## config.mk

```make
export PLATFORM = sky130hd
export DESIGN_NAME = regfile_write_arbiter
export DESIGN_NICKNAME = d
export VERILOG_FILES = /design/src/rtl/regfile_write_arbiter.sv
export SDC_FILE = /design/constraint.sdc
export NUM_CORES = 1
export LEC_CHECK = 0
export CAP_MARGIN = 30
export CORE_ASPECT_RATIO = 1.1
export CORE_MARGIN = 2
export CORE_UTILIZATION = 39
export CTS_CLUSTER_DIAMETER = 30
export DETAILED_ROUTE_END_ITERATION = 6
export PLACE_DENSITY = 0.84
export SLEW_MARGIN = 40
export SYNTH_ARGS = -nofsm -noshare
export SYNTH_HDL_FRONTEND = slang
export SYNTH_SLANG_ARGS = --single-unit
```

## constraint.sdc

```tcl
create_clock -name clk -period 1.8 [get_ports clk]
set_input_delay 0.36 -clock clk [delete_from_list [all_inputs] [get_ports clk]]
set_output_delay 0.36 -clock clk [all_outputs]
set_load 0.02 [all_outputs]
```

## src/rtl/regfile_write_arbiter.sv

```systemverilog
// Write-port owner for the 32x32 RegisterFile: round-robin sharing of
// we3/wa3/wd3 between NUM_REQ writeback sources, plus a zeroing sweep
// of r1..r(2**ADDR_W-1) after reset or on clear_start.
module regfile_write_arbiter #(
    parameter int NUM_REQ        = 2,
    parameter int DATA_W         = 32,
    parameter int ADDR_W         = 5,
    parameter bit CLEAR_ON_RESET = 1'b1
) (
    input  logic                         clk,
    input  logic                         rst_n,
    input  logic                         clear_start,
    input  logic [NUM_REQ-1:0]           req_valid,
    input  logic [NUM_REQ*ADDR_W-1:0]    req_addr,
    input  logic [NUM_REQ*DATA_W-1:0]    req_data,
    output logic [NUM_REQ-1:0]           req_ready,
    output logic                         we3,
    output logic [ADDR_W-1:0]            wa3,
    output logic [DATA_W-1:0]            wd3,
    output logic                         busy,
    output logic [$clog2(NUM_REQ)-1:0]   grant_id
);

    localparam int GW = $clog2(NUM_REQ);

    typedef enum logic { S_ARB = 1'b0, S_CLEAR = 1'b1 } state_t;

    state_t              state;
    logic [GW-1:0]       ptr;
    logic [ADDR_W-1:0]   cnt;

    logic                found;
    logic [GW-1:0]       win;
    logic [GW:0]         idx;
    logic [ADDR_W-1:0]   win_addr;
    logic [DATA_W-1:0]   win_data;
    logic [GW-1:0]       ptr_nxt;

    // Round-robin search from ptr with wrap; nothing is granted while
    // clearing or on the cycle a clear is being requested.
    always_comb begin
        req_ready = '0;
        found     = 1'b0;
        win       = '0;
        idx       = '0;
        if (state == S_ARB && !clear_start) begin
            for (int i = 0; i < NUM_REQ; i++) begin
                idx = {1'b0, ptr} + (GW+1)'(i);
                if (idx >= (GW+1)'(NUM_REQ))
                    idx = idx - (GW+1)'(NUM_REQ);
                if (!found && req_valid[idx[GW-1:0]]) begin
                    found = 1'b1;
                    win   = idx[GW-1:0];
                end
            end
            if (found)
                req_ready[win] = 1'b1;
        end
    end

    // Winner's payload and the pointer slot just past the winner.
    always_comb begin
        win_addr = req_addr[win*ADDR_W +: ADDR_W];
        win_data = req_data[win*DATA_W +: DATA_W];
        ptr_nxt  = (win == GW'(NUM_REQ-1)) ? '0 : win + GW'(1);
    end

    // State machine: sweep zeros through r1.. in CLEAR, forward the granted
    // request to the port one cycle later in ARB (writes to r0 dropped).
    always_ff @(posedge clk) begin
        if (!rst_n) begin
            state    <= CLEAR_ON_RESET ? S_CLEAR : S_ARB;
            busy     <= CLEAR_ON_RESET;
            we3      <= 1'b0;
            wa3      <= '0;
            wd3      <= '0;
            grant_id <= '0;
            ptr      <= '0;
            cnt      <= ADDR_W'(1);
        end else begin
            case (state)
                S_CLEAR: begin
                    we3 <= 1'b1;
                    wa3 <= cnt;
                    wd3 <= '0;
                    if (cnt == '1) begin
                        state <= S_ARB;
                        busy  <= 1'b0;
                        cnt   <= ADDR_W'(1);
                    end else begin
                        cnt <= cnt + ADDR_W'(1);
                    end
                end
                default: begin
                    if (clear_start) begin
                        we3   <= 1'b0;
                        state <= S_CLEAR;
                        busy  <= 1'b1;
                        cnt   <= ADDR_W'(1);
                    end else if (found) begin
                        we3      <= |win_addr;
                        wa3      <= win_addr;
                        wd3      <= win_data;
                        grant_id <= win;
                        ptr      <= ptr_nxt;
                    end else begin
                        we3 <= 1'b0;
                    end
                end
            endcase
        end
    end

endmodule

```

==> impl_metrics.csv, run 1 <==
group,metric,value,unit
outcome,status,"complete, no violations",
setup_path,critPathCapture,"req_ready[1]",
clocking,clk_path_buf_depth,2,
drt,drtIter0Drc,132,
placement,place_congestion,0.807,
placement,place_area,0.00358,mm^2
placement,dp_slack,-0.489,ns
setup_path,worstPathRequired,1.44,ns
synthesis,yosys_warnings,0,
synthesis,synthAdderAreaFrac,0.0113,
synthesis,syn_area,0.00221,mm^2
setup_path,worst-path-stages,5,
final_layout,post-route-util,0.682,
timing,max_slew.worst_pin.slew,0.388,ns
final_layout,area_growth,67.4,%
setup_path,r2r_start,"cnt[1]$_SDFFE_PN0N_",
setup_path,crit_chain,"clkdlybuf4s50_1 -> nand2b_1 -> nand3_4 -> clkinv_4 -> buf_2",
setup_path,start_kind,"input port",
final_layout,final_common_cell,"clkdlybuf4s50_1",
timing,period_needed,1.73,ns
final_layout,seq_area,941,um^2
setup_path,rrSetupSlack,0.14,ns
final_layout,drive_gt1_frac,0.126,
clocking,clk_pin_slew,0.08,ns
power,powerDensity,536,mW/mm^2
final_layout,nFillCells,447,
timing,hold_slack,0.458,ns
setup_path,end_kind,"output pin",
grt,grt_overflow_total,0,
floorplanning,fp-row-count,28,
placement,portBuffers,120,
power,power.total,1.99,mW
setup_path,slowest_delay,0.52,ns
synthesis,syn-num-nets,347,
final_layout,multi_input_area,0.00113,mm^2
clocking,cts_buffers,5,
floorplanning,ios,121,
drt,viasPerCell,5.22,
drt,first_pass_iters,4,
synthesis,ys_seq_area_frac,0.425,
synthesis,synth.avg_cell_area,8.32,um^2
grt,grt_max_degree,36,
setup_path,critPathKind,"in -> out",
setup_path,crit_family,"buffers and inverters",
min_path,hp-class,"reg -> reg",
timing,finalSetupViolCount,0,
synthesis,synth_compound_area_frac,0.154,
synthesis,ys_seq_elements,47,
floorplanning,die_area,0.00629,mm^2
setup_path,cp_max_fo,3,
timing,fin_crit_sh,0.960,
synthesis,synth_top_family_by_area,"simple AND/OR/NAND/NOR gates",
timing,fmax,579,MHz
floorplanning,die_h,83.0,um
timing,worst_slack,0.0722,ns
floorplanning,core-area,0.00543,mm^2
job,maxCapViolations,0,
final_layout,nets,477,
final_layout,final_area,0.00371,mm^2
timing,drv_slew,0,
setup_path,cp_slowest_cell,"clkdlybuf4s50_1",
clocking,clk_latency,0.29,ns
clocking,cts_hold_buf,0,
grt,grt_pass1_wl,11100,um
power,leakagePower,1.30,nW
setup_path,cp_data_arrival_time,1.37,ns
setup_path,r2r_cells,7,
placement,dp_hpwl,5110,um
synthesis,synth_xor_area_frac,0,
final_layout,final_cell_mix,"clkdlybuf4s50_1, nor2_1, dfxtp_1",
drt,vias,2466,
synthesis,muxShareOfSynthArea,0.0271,
clocking,cts_root_buf,"clkbuf_8",
timing,maxSlewHeadroom,0.741,
timing,hold_viol,0,
setup_path,r2r-end,"cnt[2]$_SDFFE_PN0N_",
power,ir_drop,391,uV
drt,drc,0,
setup_path,setup.worst_path.start,"req_valid[0]",
floorplanning,initial_utilization,0.408,
clocking,htreeDepth,2,
grt,grt_use_total,0.220,
grt,grt_pass1_vias,2359,
timing,clock_skew,0.00415,ns
synthesis,syn_inst,266,
clocking,cts_sinks,47,
setup_path,worst-path-buf-inv,3,
grt,antenna_found_initial,0,
drt,wl_per_cell,14.9,um
synthesis,yosys.area_share.simple,0.305,
synthesis,yosysUniqueCellTypes,35,
final_layout,antennaDiodeCount,0,
floorplanning,die_x,75.8,um
drt,ant_nets,0,
drt,wl,7040,um
clocking,cts_tree,"built",
timing,rsz0062_at_grt,"false",
[what timing repair did]
item | 4_1_cts | 5_1_grt
endpoints found under the setup margin | 4 | 20
gates cloned | 1 | 1
gates resized for setup | 12 | 10
buffers inserted | 0 | 0
pin swaps | 1 | 2
[worst register-to-register path: cells and delay by family, from the launching register on]
kind | cells | cell delay (ns)
simple gates | 4 | 0.77
fa+ha+maj | 2 | 0.41
flops | 1 | 0.36
compound gates | 1 | 0.07
[stage by stage]
| step | setup TNS [ns] | cells |
|---|---|---|
| global route | 0 | 472 |
| floorplan | 0 | 266 |
| CTS | -0.00609 | 471 |
| global placement | -7.70 | 462 |
| finish | 0 | 472 |
| detailed placement | -9.45 | 462 |
[where the power goes]
group / internal, mW / switching (mW)
logic: 0.209 / 0.105
registers: 1.05 / 0.0134
clock network: 0.273 / 0.334
[synth_stat cells]
library cell	instances	area share
clkbuf_1	6	0.010
buf_2	9	0.020
nor4_1	11	0.031
o21ai_0	5	0.011
nand4_1	1	0.0028
o21bai_2	1	0.0051
clkinv_4	1	0.0040
o32ai_1	15	0.059
nand2_1	10	0.017
nand3b_1	1	0.0034
nand2_2	1	0.0028
a31oi_1	1	0.0028
nand3_4	1	0.0079
nor2_1	53	0.090
nor2_4	1	0.0051
buf_4	2	0.0068
nor4_2	8	0.045
or4_1	2	0.0068
inv_1	15	0.025
ha_1	2	0.011
dfxtp_1	47	0.43
nor3_1	18	0.041
o221ai_1	5	0.020
buf_6	2	0.010
or2_1	1	0.0028
nor2b_1	5	0.014
o21ai_1	1	0.0023
nor3b_1	3	0.010
a21boi_2	1	0.0051
nand3_1	5	0.011
mux2i_1	6	0.027
a21boi_0	1	0.0034
and3_1	1	0.0028
nand2b_1	4	0.011
a21oi_1	20	0.045
[per-layer routing]
metal	GRT usage	wire length (um)
met1	0.281	3090
met5	0	0
met2	0.374	3470
met3	0.0425	401
met4	0.0463	78
[worst min path at each step]
stage | start | endpoint | slack (ns) | cells after the start
floorplan | cnt[4]$_SDFFE_PN0N_ | wa3[4]$_SDFFE_PN0P_ | 0.48 | 2
global placement | wd3[31]$_SDFFE_PP0P_ | wd3[31]$_SDFFE_PP0P_ | 0.44 | 2
detailed placement | wd3[11]$_SDFFE_PP0P_ | wd3[11]$_SDFFE_PP0P_ | 0.45 | 2
CTS | wd3[11]$_SDFFE_PP0P_ | wd3[11]$_SDFFE_PP0P_ | 0.46 | 2
global route | wd3[25]$_SDFFE_PP0P_ | wd3[25]$_SDFFE_PP0P_ | 0.48 | 2
finish | wd3[7]$_SDFFE_PP0P_ | wd3[7]$_SDFFE_PP0P_ | 0.46 | 2
[state kept, by name, indices dropped and copies added, names as in the netlist]
register	flops
wd3	32
wa3	5
busy	1
state	1
cnt	5
ptr	1
grant_id	1
we3	1
[cells by family after synthesis]
| family | after synthesis |
|---|---|
| AND/OR/NAND/NOR | 126 |
| adder cells (fa/ha/maj) | 2 |
| AO/OA/AOI/OAI | 50 |
| buffers and inverters | 35 |
| multiplexers | 6 |
| flip-flops | 47 |
[final cells by class]
cell class                 count  share of cell area
tap                           75              0.0253
timing repair buffer         142               0.376
clock inverter                 1             0.00135
inverter                      16              0.0176
clock buffer                   7              0.0206
multi-input combinational    184               0.305
sequential                    47               0.254
No activity file was read; power rests on OpenSTA's default activity.
==> inputs of run 2 (changes only) <==
GPL_ROUTABILITY_DRIVEN = 0   (was default)
==> results of run 2 <==
The final DEF is identical to that of run 1; final timing and power are the same.
